**src/rtl/cam_pkg.sv**
```systemverilog
// Shared sizing constants and FSM state encoding for the CAM lookup controller.
package cam_pkg;
    localparam int CAM_DEPTH  = 32;
    localparam int CAM_IDX_W  = 5;
    localparam int CAM_DATA_W = 32;

    typedef enum logic [2:0] {
        ST_IDLE   = 3'd0,
        ST_SEARCH = 3'd1,
        ST_WAIT   = 3'd2,
        ST_WRITE  = 3'd3,
        ST_RESP   = 3'd4
    } cam_state_e;
endpackage

```
**src/rtl/cam_alloc_ptr.sv**
```systemverilog
// Round-robin victim pointer plus saturating occupancy count for CAM allocation.
module cam_alloc_ptr
    import cam_pkg::*;
#(
    parameter int DEPTH = CAM_DEPTH,
    parameter int IDX_W = CAM_IDX_W
) (
    input  logic             clk,
    input  logic             rst,
    input  logic             alloc,
    output logic [IDX_W-1:0] ptr,
    output logic             full
);
    localparam logic [IDX_W:0]   FULL_CNT = (IDX_W+1)'(DEPTH);
    localparam logic [IDX_W-1:0] LAST_IDX = IDX_W'(DEPTH - 1);

    logic [IDX_W:0] count;

    always_ff @(posedge clk or posedge rst) begin
        if (rst) begin
            ptr   <= '0;
            count <= '0;
        end else if (alloc) begin
            ptr <= (ptr == LAST_IDX) ? '0 : ptr + 1'b1;
            if (count != FULL_CNT) begin
                count <= count + 1'b1;
            end
        end
    end

    // Full means every entry holds a key, so the next allocation evicts one.
    assign full = (count == FULL_CNT);
endmodule

```
**src/rtl/cam_lookup_ctrl.sv**
```systemverilog
// Single-outstanding CAM lookup controller: search, optionally allocate on miss, respond.
module cam_lookup_ctrl
    import cam_pkg::*;
#(
    parameter int DEPTH  = CAM_DEPTH,
    parameter int IDX_W  = CAM_IDX_W,
    parameter int DATA_W = CAM_DATA_W
) (
    input  logic              clk,
    input  logic              rst,
    input  logic              req_valid_i,
    output logic              req_ready_o,
    input  logic [DATA_W-1:0] req_key_i,
    input  logic              req_alloc_i,
    output logic              rsp_valid_o,
    input  logic              rsp_ready_i,
    output logic              rsp_hit_o,
    output logic [IDX_W-1:0]  rsp_index_o,
    output logic              rsp_alloc_o,
    output logic              rsp_evict_o,
    output logic              cam_search_o,
    output logic [DATA_W-1:0] cam_search_data_o,
    output logic              cam_write_o,
    output logic [IDX_W-1:0]  cam_write_index_o,
    output logic [DATA_W-1:0] cam_write_data_o,
    input  logic              cam_search_valid_i,
    input  logic [IDX_W-1:0]  cam_search_index_i,
    output logic [2:0]        dbg_state
);
    // Handshakes: a transfer happens on a rising edge where valid and ready are both 1;
    // the response holds valid and all rsp_* fields stable until rsp_ready_i is seen.
    cam_state_e        state;
    logic [DATA_W-1:0] key_q;
    logic              alloc_q;
    logic [IDX_W-1:0]  victim_ptr;
    logic              cam_full;

    cam_alloc_ptr #(.DEPTH(DEPTH), .IDX_W(IDX_W)) u_alloc_ptr (
        .clk   (clk),
        .rst   (rst),
        .alloc (state == ST_WRITE),
        .ptr   (victim_ptr),
        .full  (cam_full)
    );

    assign dbg_state = state;

    always_ff @(posedge clk or posedge rst) begin
        if (rst) begin
            state             <= ST_IDLE;
            key_q             <= '0;
            alloc_q           <= 1'b0;
            req_ready_o       <= 1'b0;
            rsp_valid_o       <= 1'b0;
            rsp_hit_o         <= 1'b0;
            rsp_index_o       <= '0;
            rsp_alloc_o       <= 1'b0;
            rsp_evict_o       <= 1'b0;
            cam_search_o      <= 1'b0;
            cam_search_data_o <= '0;
            cam_write_o       <= 1'b0;
            cam_write_index_o <= '0;
            cam_write_data_o  <= '0;
        end else begin
            case (state)
                ST_IDLE: begin
                    req_ready_o <= 1'b1;
                    if (req_valid_i && req_ready_o) begin
                        key_q             <= req_key_i;
                        alloc_q           <= req_alloc_i;
                        req_ready_o       <= 1'b0;
                        cam_search_o      <= 1'b1;
                        cam_search_data_o <= req_key_i;
                        state             <= ST_SEARCH;
                    end
                end
                ST_SEARCH: begin
                    cam_search_o      <= 1'b0;
                    cam_search_data_o <= '0;
                    state             <= ST_WAIT;
                end
                ST_WAIT: begin
                    if (cam_search_valid_i) begin
                        rsp_valid_o <= 1'b1;
                        rsp_hit_o   <= 1'b1;
                        rsp_index_o <= cam_search_index_i;
                        state       <= ST_RESP;
                    end else if (alloc_q) begin
                        cam_write_o       <= 1'b1;
                        cam_write_index_o <= victim_ptr;
                        cam_write_data_o  <= key_q;
                        state             <= ST_WRITE;
                    end else begin
                        rsp_valid_o <= 1'b1;
                        rsp_hit_o   <= 1'b0;
                        rsp_index_o <= '0;
                        state       <= ST_RESP;
                    end
                end
                ST_WRITE: begin
                    // victim_ptr still names the entry written; it advances on this edge.
                    cam_write_o       <= 1'b0;
                    cam_write_index_o <= '0;
                    cam_write_data_o  <= '0;
                    rsp_valid_o       <= 1'b1;
                    rsp_hit_o         <= 1'b0;
                    rsp_alloc_o       <= 1'b1;
                    rsp_evict_o       <= cam_full;
                    rsp_index_o       <= victim_ptr;
                    state             <= ST_RESP;
                end
                ST_RESP: begin
                    if (rsp_ready_i) begin
                        rsp_valid_o <= 1'b0;
                        rsp_hit_o   <= 1'b0;
                        rsp_index_o <= '0;
                        rsp_alloc_o <= 1'b0;
                        rsp_evict_o <= 1'b0;
                        req_ready_o <= 1'b1;
                        state       <= ST_IDLE;
                    end
                end
                default: state <= ST_IDLE;
            endcase
        end
    end
endmodule

```
**config.mk**
```make
export PLATFORM = sky130hd
export DESIGN_NAME = cam_lookup_ctrl
export DESIGN_NICKNAME = d
export VERILOG_FILES = /design/src/rtl/cam_pkg.sv /design/src/rtl/cam_alloc_ptr.sv /design/src/rtl/cam_lookup_ctrl.sv
export SDC_FILE = /design/constraint.sdc
export NUM_CORES = 1
export LEC_CHECK = 0
export ABC_AREA = 0
export CORE_ASPECT_RATIO = 0.75
export CORE_MARGIN = 5
export CORE_UTILIZATION = 35
export DETAILED_ROUTE_END_ITERATION = 10
export GPL_ROUTABILITY_DRIVEN = 0
export PLACE_DENSITY_LB_ADDON = 0.1
export SYNTH_ARGS = -nofsm -noshare
export SYNTH_HDL_FRONTEND = slang
export SYNTH_SLANG_ARGS = --single-unit
```
**constraint.sdc**
```tcl
create_clock -name clk -period 6.2 [get_ports clk]
set_input_delay 1.55 -clock clk [delete_from_list [all_inputs] [get_ports clk]]
set_output_delay 1.55 -clock clk [all_outputs]
set_load 0.005 [all_outputs]
```
==> flow_summary_export.csv, run 1 <==
group,metric,value,unit
yosys,synth_largest_area_cell,"dfrtp_1",
setup_path,cpPeakStageDelay,0.71,ns
global_route,grt_use_total,17.4,%
run_status,status,"finished clean",
clock_network,cts-root-buf,"clkbuf_16",
clock_network,cts_tree,"built",
sta,finalSetupTns,0,ns
floorplan,die_h,116,um
power_and_ir_drop,total_power,3.86,mW
floorplan,core,14600,um2
final_layout,drive_gt1_share,8.36,%
route,first_pass_iters,4,
floorplan,die_x,152,um
place,hpwlAfterDp,9.52,mm
yosys,ys_seq_elements,128,
global_route,grt_max_degree,66,
yosys,syn_inst,475,
global_route,grt_pass1_wl,23.7,mm
sta,finalCritPeriodShare,53.0,%
floorplan,rows,38,
final_layout,fin_cells,798,
job,maxCapViolCount,0,
global_route,overflow,0,
setup_path,path_max_fanout,17,
yosys,yosysWarningCount,0,
yosys,synthTopCellsByArea,"dfrtp_1 61%, a22o_1 5.7%, o21ai_1 4.9%",
yosys,synthesis.nets,523,
clock_network,cts_max_level,4,
clock_network,path_clk_slew,0.06,ns
setup_path,cp_top_family,"flip-flops",
sta,period_needed,3.28,ns
route,drtIter0Drc,276,
yosys,synth_area,5260,um2
route,post_drt_wl_per_cell,18.6,um
global_route,grt_pass1_vias,4362,
yosys,async_flop_share,100,%
route,post-route-drc-count,0,
power_and_ir_drop,power.density,538,nW/um2
yosys,synth.most_common_cell,"dfrtp_1",
final_layout,nets,633,
floorplan,die_area,17600,um2
global_route,met1_usage,26.1,%
sta,finalHoldViolCount,0,
sta,rsz0062_at_grt,"no",
global_route,use_met3,5.35,%
place,placement.io_buffers,126,
final_layout,diodes,0,
global_route,top_usage_layer,"met1",
sta,slew_headroom,24.0,%
sta,setup_violations,0,
sta,tightest_slew,1.14,ns
floorplan,floorplan.initialDensity,36.0,%
global_route,use_met2,24.1,%
sta,worst_hold_slack,0.490,ns
yosys,yosysTopAreaCellShare,60.9,%
route,wirelength,14.8,mm
yosys,seq_area_frac_synth,60.9,%
clock_network,clock_path_buffers,2,
clock_network,cts_setup_buffers,0,
power_and_ir_drop,irDropWorstVdd,0.238,mV
setup_path,worstPathRequired,4.65,ns
final_layout,seq_area,3200,um2
yosys,synth_flop_cell,"dfrtp_1",
setup_path,crit_buf_inv,1,
route,via_count,4287,
route,drt-vias-per-instance,5.37,
setup_path,worstPathArrival,1.73,ns
setup_path,crit_path_start_kind,"flop",
setup_path,crit_path_end_kind,"output pin",
power_and_ir_drop,p_leak,3.19,nW
yosys,synth-edff-count,0,
final_layout,area_growth_syn_to_layout,36.3,%
clock_network,worstSkewPairLatency,0.41,ns
sta,fmax,0.305,GHz
setup_path,slowest_stage,"dfrtp_1",
global_route,antenna_found_initial,1,
yosys,synthTopCellsByCount,"128 x dfrtp_1, 52 x o21ai_1, 47 x nand2_1, 39 x a21oi_1, 36 x nand3_1",
setup_path,crit_chain,"clkdlybuf4s50_1",
clock_network,cts_sinks,128,
setup_path,critPathKind,"flop to output pin",
final_layout,multiInputGateArea,1790,um2
clock_network,cts_inserted_buffers,17,
final_layout,num-fill-cells,1329,
clock_network,holdBufCountCts,0,
place,dp_cells,766,
sta,drv_slew,0,
clock_network,cts_resized,0,
yosys,syn_avg_cell_area,11.1,um2
route,drtAntennaViolNets,0,
sta,skew,0.0109,ns
floorplan,io_pins,127,
yosys,synth_cell_type_count,45,
worst_hold_path,hold_path_class,"flop to flop",
[power breakdown]
part	switching (mW)	internal (mW)	leakage, nW
clock network	0.393	0.598	0.278
registers	0.278	1.19	1.65
logic	0.666	0.731	1.27
total	1.34	2.52	3.19
[registers in the layout (all words and copies together), names as in the netlist]
register / cells
cam_search_data_o: 32
cam_write_data_o: 32
key_q: 32
u_alloc_ptr.count: 6
cam_write_index_o: 5
rsp_index_o: 5
u_alloc_ptr.ptr: 5
dbg_state: 3
alloc_q: 1
cam_search_o: 1
cam_write_o: 1
req_ready_o: 1
rsp_alloc_o: 1
rsp_evict_o: 1
rsp_hit_o: 1
rsp_valid_o: 1
[layout by cell type, fill, tap and decap left out, drive strengths merged, types with 2 or more instances in the layout]
cell,Yosys,layout
a211oi,5,5
a21o,5,5
a21oi,39,39
a22o,34,34
a31oi,5,5
and3,2,2
buf,25,6
bufinv,0,2
clkbuf,16,18
clkdlybuf4s50,0,126
clkinv,0,5
clkinvlp,0,3
dfrtp,128,128
ha,5,5
inv,7,11
mux2,3,3
nand2,47,47
nand2b,2,2
nand3,36,36
nand3b,3,3
nand4,7,7
nor2,10,10
nor2b,2,2
nor3,2,2
o21ai,72,72
or3b,3,3
xnor2,4,4
[worst paths after layout]
check / end / slack [ns] / start / cells after the start
worst max-delay path: dbg_state[0] / 2.92 / dbg_state[0] / 1
worst min-delay path: cam_write_data_o[8] / 0.49 / key_q[8] / 1
worst max register to register: cam_write_data_o[16] / 3.66 / dbg_state[1] / 4
worst min register to register: cam_write_data_o[8] / 0.49 / key_q[8] / 1
max in group asynchronous: cam_search_data_o[14] / 3.64 / rst / 3
min in group asynchronous: cam_search_data_o[15] / 1.54 / rst / 2
[per-layer routing]
| layer | wire, um | share of wire (%) |
|---|---|---|
| met1 | 7260 | 49 |
| met2 | 6360 | 43 |
| met3 | 974 | 6.6 |
| met4 | 213 | 1.4 |
| met5 | 18 | 0.12 |
[cells by family after synthesis]
family,count (synthesis),synth area share [%]
flip-flops,128,60.9
multiplexers,4,0.833
buffers and inverters,48,5.19
AO/OA/AOI/OAI,164,19.0
AND/OR/NAND/NOR,122,12.3
adder cells (fa/ha/maj),5,1.19
XOR/XNOR,4,0.666
[stage by stage]
step	cell area, um2	setup slack, ns	util (%)
finish	7170	2.92	49.1
global placement	6580	2.55	45.1
detailed placement	6580	2.51	45.1
CTS	7170	2.88	49.1
floorplan	5260	1.24	-
global route	7170	2.77	49.1
[cell type report]
type | instances | area share (%)
Sequential cell | 128 | 44.7
Clock inverter | 14 | 2.20
Multi-Input combinational cell | 299 | 25.0
Tap cell | 200 | 3.49
Inverter | 7 | 0.401
Clock buffer | 18 | 5.99
Timing Repair Buffer | 132 | 18.2
No activity file was read; power rests on OpenSTA's default activity.
==> run 2, diff against run 1 <==
==> constraint.sdc (replaced) <==
create_clock -name clk -period 3.4 [get_ports clk]
set_input_delay 0.85 -clock clk [delete_from_list [all_inputs] [get_ports clk]]
set_output_delay 0.85 -clock clk [all_outputs]
set_load 0.005 [all_outputs]
==> flow_summary_export.csv, run 2 (synthesis gave the netlist of run 1 again) <==
group,metric,value,unit
run_status,status,"finished clean",
floorplan,die_area,17600,um2
sta,fmax,0.382,GHz
final_layout,drive_gt1_share,8.97,%
final_layout,num-fill-cells,1309,
power_and_ir_drop,irDropWorstVdd,0.445,mV
setup_path,crit_buf_inv,1,
sta,finalHoldViolCount,0,
setup_path,path_max_fanout,17,
place,dp_cells,770,
sta,skew,0.00877,ns
route,post_drt_wl_per_cell,18.5,um
power_and_ir_drop,total_power,7.38,mW
sta,worst_hold_slack,0.491,ns
global_route,grt_pass1_wl,23.3,mm
place,dp_worst_setup_slack,0.654,ns
clock_network,holdBufCountCts,0,
floorplan,io_pins,127,
setup_path,critPathKind,"flop to output pin",
place,hpwlAfterDp,9.84,mm
clock_network,cts_setup_buffers,0,
route,drt-vias-per-instance,5.16,
final_layout,area_growth_syn_to_layout,40.0,%
sta,drv_slew,0,
sta,fin_ws,0.779,ns
final_layout,mostFrequentLayoutCells,"128 x dfrtp_1, 126 x clkdlybuf4s50_1, 51 x o21ai_1, 47 x nand2_1, 39 x a21oi_1",
place,placement.io_buffers,126,
sta,finalCritPeriodShare,77.1,%
setup_path,worstPathRequired,2.55,ns
clock_network,cts_resized,0,
final_layout,layout_commonest_cell,"dfrtp_1",
setup_path,crit_path_start_kind,"flop",
setup_path,cp_top_family,"flip-flops",
clock_network,cts_tree,"built",
worst_hold_path,hold_path_class,"flop to flop",
floorplan,rows,38,
job,maxCapViolCount,0,
final_layout,diodes,0,
route,post-route-drc-count,0,
clock_network,cts-root-buf,"clkbuf_16",
clock_network,clock_path_buffers,2,
setup_path,crit_chain,"clkdlybuf4s50_1",
global_route,grt_use_total,17.2,%
final_layout,fin_cells,802,
route,wirelength,14.9,mm
route,via_count,4139,
setup_path,cpPeakStageDelay,0.74,ns
clock_network,cts_sinks,128,
sta,rsz0062_at_grt,"no",
global_route,grt_pass1_vias,4180,
route,drtIter0Drc,291,
floorplan,floorplan.initialDensity,36.0,%
clock_network,path_clk_slew,0.06,ns
power_and_ir_drop,power.density,1000,nW/um2
final_layout,nets,637,
sta,setup_violations,0,
setup_path,worstPathArrival,1.77,ns
floorplan,die_h,116,um
floorplan,core,14600,um2
route,drtAntennaViolNets,0,
setup_path,crit_path_end_kind,"output pin",
global_route,grt_max_degree,66,
sta,finalSetupTns,0,ns
global_route,overflow,0,
final_layout,reg_top3,"cam_search_data_o x32, cam_write_data_o x32, key_q x32",
sta,tightest_slew,0.944,ns
global_route,antenna_found_initial,1,
clock_network,cts_max_level,4,
clock_network,worstSkewPairLatency,0.42,ns
sta,period_needed,2.62,ns
route,first_pass_iters,5,
sta,slew_headroom,36.8,%
setup_path,slowest_stage,"dfrtp_1",
clock_network,cts_inserted_buffers,17,
power_and_ir_drop,p_leak,3.27,nW
floorplan,die_x,152,um
run 2: cell count changes in the layout (fill, tap and decap cells not counted):
cell        previous run  this run
clkinvlp_4             3         5
bufinv_16              2         7
inv_6                  4         0
inv_4                  1         0
buf_12                 0         4
o21ai_4                0         1
clkinv_4               4         2
o21ai_2                1         0
run 2: final timing paths:
check                                   from                    to  slack [ns]  cells past startpoint
min in group asynchronous                rst             key_q[15]        0.88                      2
max in group asynchronous                rst             key_q[28]        1.70                      4
worst max-delay path            dbg_state[0]          dbg_state[0]        0.78                      1
worst min-delay path               key_q[12]  cam_write_data_o[12]        0.49                      1
worst min register to register     key_q[12]  cam_write_data_o[12]        0.49                      1
worst max register to register  dbg_state[0]               alloc_q        1.15                      3
run 2: metrics by stage:
step | area [um2] | utilization (%)
after floorplan | 5260 | -
after global placement | 6670 | 45.7
final | 7360 | 50.4
after CTS | 7360 | 50.4
after global routing | 7360 | 50.4
after detailed placement | 6670 | 45.7
run 2: metal layers:
layer  up-vias  routed length (um)  global-route usage (%)
met5         -                  20                       0
met4         2                 201                    5.21
met3        19                1120                    5.39
met2       138                6360                    24.1
met1      2038                7170                    25.7
li1       1942                   -                       -
run 2: final cells by class:
class                           instances  area (um2)  share of cell area [%]
Tap cell                              200         250                    3.40
Timing Repair Buffer                  136        1390                    18.8
Clock buffer                           18         429                    5.83
Multi-Input combinational cell        299        1800                    24.5
Inverter                                7        30.0                   0.408
Sequential cell                       128        3200                    43.5
Clock inverter                         14         263                    3.57
run 2: where the power goes:
group	internal [mW]	leakage [nW]	switching [mW]
registers	2.18	1.65	0.501
clock network	1.45	0.322	0.669
logic	1.35	1.30	1.24
==> run 3, diff against run 2 <==
==> constraint.sdc (replaced) <==
create_clock -name clk -period 2.7 [get_ports clk]
set_input_delay 0.675 -clock clk [delete_from_list [all_inputs] [get_ports clk]]
set_output_delay 0.675 -clock clk [all_outputs]
set_load 0.005 [all_outputs]
==> flow_summary_export.csv, run 3 (synthesis gave the netlist of run 1 again) <==
group,metric,value,unit
global_route,grt_max_degree,92,
clock_network,clock_path_buffers,2,
sta,drv_slew,0,
sta,fmax,0.424,GHz
clock_network,path_clk_slew,0.05,ns
route,drtAntennaViolNets,0,
worst_hold_path,hold_path_class,"flop to flop",
setup_path,worst-r2r-setup-slack,0.57,ns
floorplan,rows,38,
route,drtIter0Drc,253,
power_and_ir_drop,power.density,1260,nW/um2
sta,rsz0062_at_grt,"no",
floorplan,io_pins,127,
sta,setup_violations,0,
final_layout,reg_top3,"cam_search_data_o x32, cam_write_data_o x32, key_q x32",
route,post_drt_wl_per_cell,18.1,um
setup_path,worstPathArrival,1.68,ns
place,placement.io_buffers,126,
setup_path,critPathKind,"flop to output pin",
clock_network,cts-root-buf,"clkbuf_16",
route,via_count,4157,
final_layout,mostFrequentLayoutCells,"128 x dfrtp_1, 126 x clkdlybuf4s50_1, 51 x o21ai_1, 47 x nand2_1, 39 x a21oi_1",
floorplan,die_x,152,um
floorplan,die_area,17600,um2
sta,period_needed,2.36,ns
route,wirelength,14.7,mm
worst_hold_path,hp-start,"key_q[11]",
job,maxCapViolCount,0,
setup_path,crit_path_end_kind,"output pin",
setup_path,rr_worst_depth,4,
clock_network,cts_tree,"built",
global_route,overflow,0,
sta,tightest_slew,0.918,ns
final_layout,area_growth_syn_to_layout,39.7,%
global_route,grt_use_total,17.3,%
final_layout,layout_commonest_cell,"dfrtp_1",
worst_hold_path,min_delay_path_depth,2,
setup_path,worstPathRequired,2.03,ns
clock_network,cts_max_level,4,
floorplan,floorplan.initialDensity,36.0,%
setup_path,timing.rr.end,"cam_write_data_o[5]",
global_route,grt_pass1_wl,23.3,mm
clock_network,cts_setup_buffers,0,
power_and_ir_drop,p_leak,3.29,nW
final_layout,nets,644,
sta,skew,0.0124,ns
sta,finalHoldViolCount,0,
place,hpwlAfterDp,9.85,mm
global_route,grt_pass1_vias,4208,
route,first_pass_iters,4,
floorplan,core,14600,um2
run_status,status,"finished clean",
global_route,antenna_found_initial,1,
setup_path,path_max_fanout,9,
sta,finalSetupTns,0,ns
route,post-route-drc-count,0,
final_layout,drive_gt1_share,10.0,%
final_layout,diodes,0,
power_and_ir_drop,irDropWorstVdd,0.541,mV
clock_network,cts_sinks,128,
clock_network,cts_resized,0,
worst_hold_path,min_to,"key_q[11]",
sta,finalCritPeriodShare,87.3,%
clock_network,cts_inserted_buffers,17,
power_and_ir_drop,total_power,9.25,mW
floorplan,die_h,116,um
route,drt-vias-per-instance,5.14,
clock_network,holdBufCountCts,0,
clock_network,worstSkewPairLatency,0.42,ns
setup_path,regToRegStartpoint,"dbg_state[2]",
sta,slew_headroom,38.6,%
sta,worst_hold_slack,0.490,ns
setup_path,crit_path_start_kind,"flop",
run 3: cell types whose count changed in the layout (fill, tap and decap cells not counted):
cell | previous run | this run
buf_12 | 4 | 1
clkbuf_1 | 1 | 0
buf_4 | 6 | 16
inv_6 | 0 | 1
bufinv_16 | 7 | 6
clkinvlp_4 | 5 | 4
clkinv_2 | 1 | 2
run 3: area by class of cell:
class	count	area, um2
Fill cell	1328	7250
Sequential cell	128	3200
Multi-Input combinational cell	299	1800
Timing Repair Buffer	143	1400
Clock buffer	17	425
Tap cell	200	250
Clock inverter	14	239
Inverter	7	30.0
run 3: critical path: stages, from the launching register on:
cell             delay [ns]
dfrtp_1                0.52
buf_4                  0.24
clkdlybuf4s50_1        0.51
run 3: how the worst max path moves through the flow:
stage / from / to / slack (ns) / depth (start not counted)
2_1_floorplan: rst / alloc_q / 0.44 / 1
3_3_place_gp: cam_search_valid_i / cam_write_index_o[1] / 0.29 / 4
3_5_place_dp: cam_search_valid_i / cam_write_index_o[2] / 0.24 / 4
4_1_cts: dbg_state[0] / dbg_state[0] / 0.31 / 2
5_1_grt: dbg_state[0] / dbg_state[0] / 0.25 / 2
6_report: dbg_state[0] / dbg_state[0] / 0.34 / 2
run 3: metal layers:
metal	vias up	global-route usage, %	part of all wire, %
met3	12	6.67	8.1
met1	2059	26.5	50
met5	-	0	0.14
met4	2	4.01	0.75
li1	1954	-	-
met2	130	23.0	41
run 3: power breakdown:
part	switching (mW)	leakage, nW	internal [mW]
clock network	0.855	0.315	1.73
logic	1.61	1.32	1.74
registers	0.571	1.65	2.74
run 3: through the flow:
stage,setup WS (ns),utilization (%),cells,cell area [um2]
2_1_floorplan,0.444,-,475,5260
6_report,0.344,50.4,808,7350
5_1_grt,0.253,50.4,808,7350
3_3_place_gp,0.294,45.8,777,6690
3_5_place_dp,0.240,45.8,777,6690
4_1_cts,0.307,50.4,808,7350
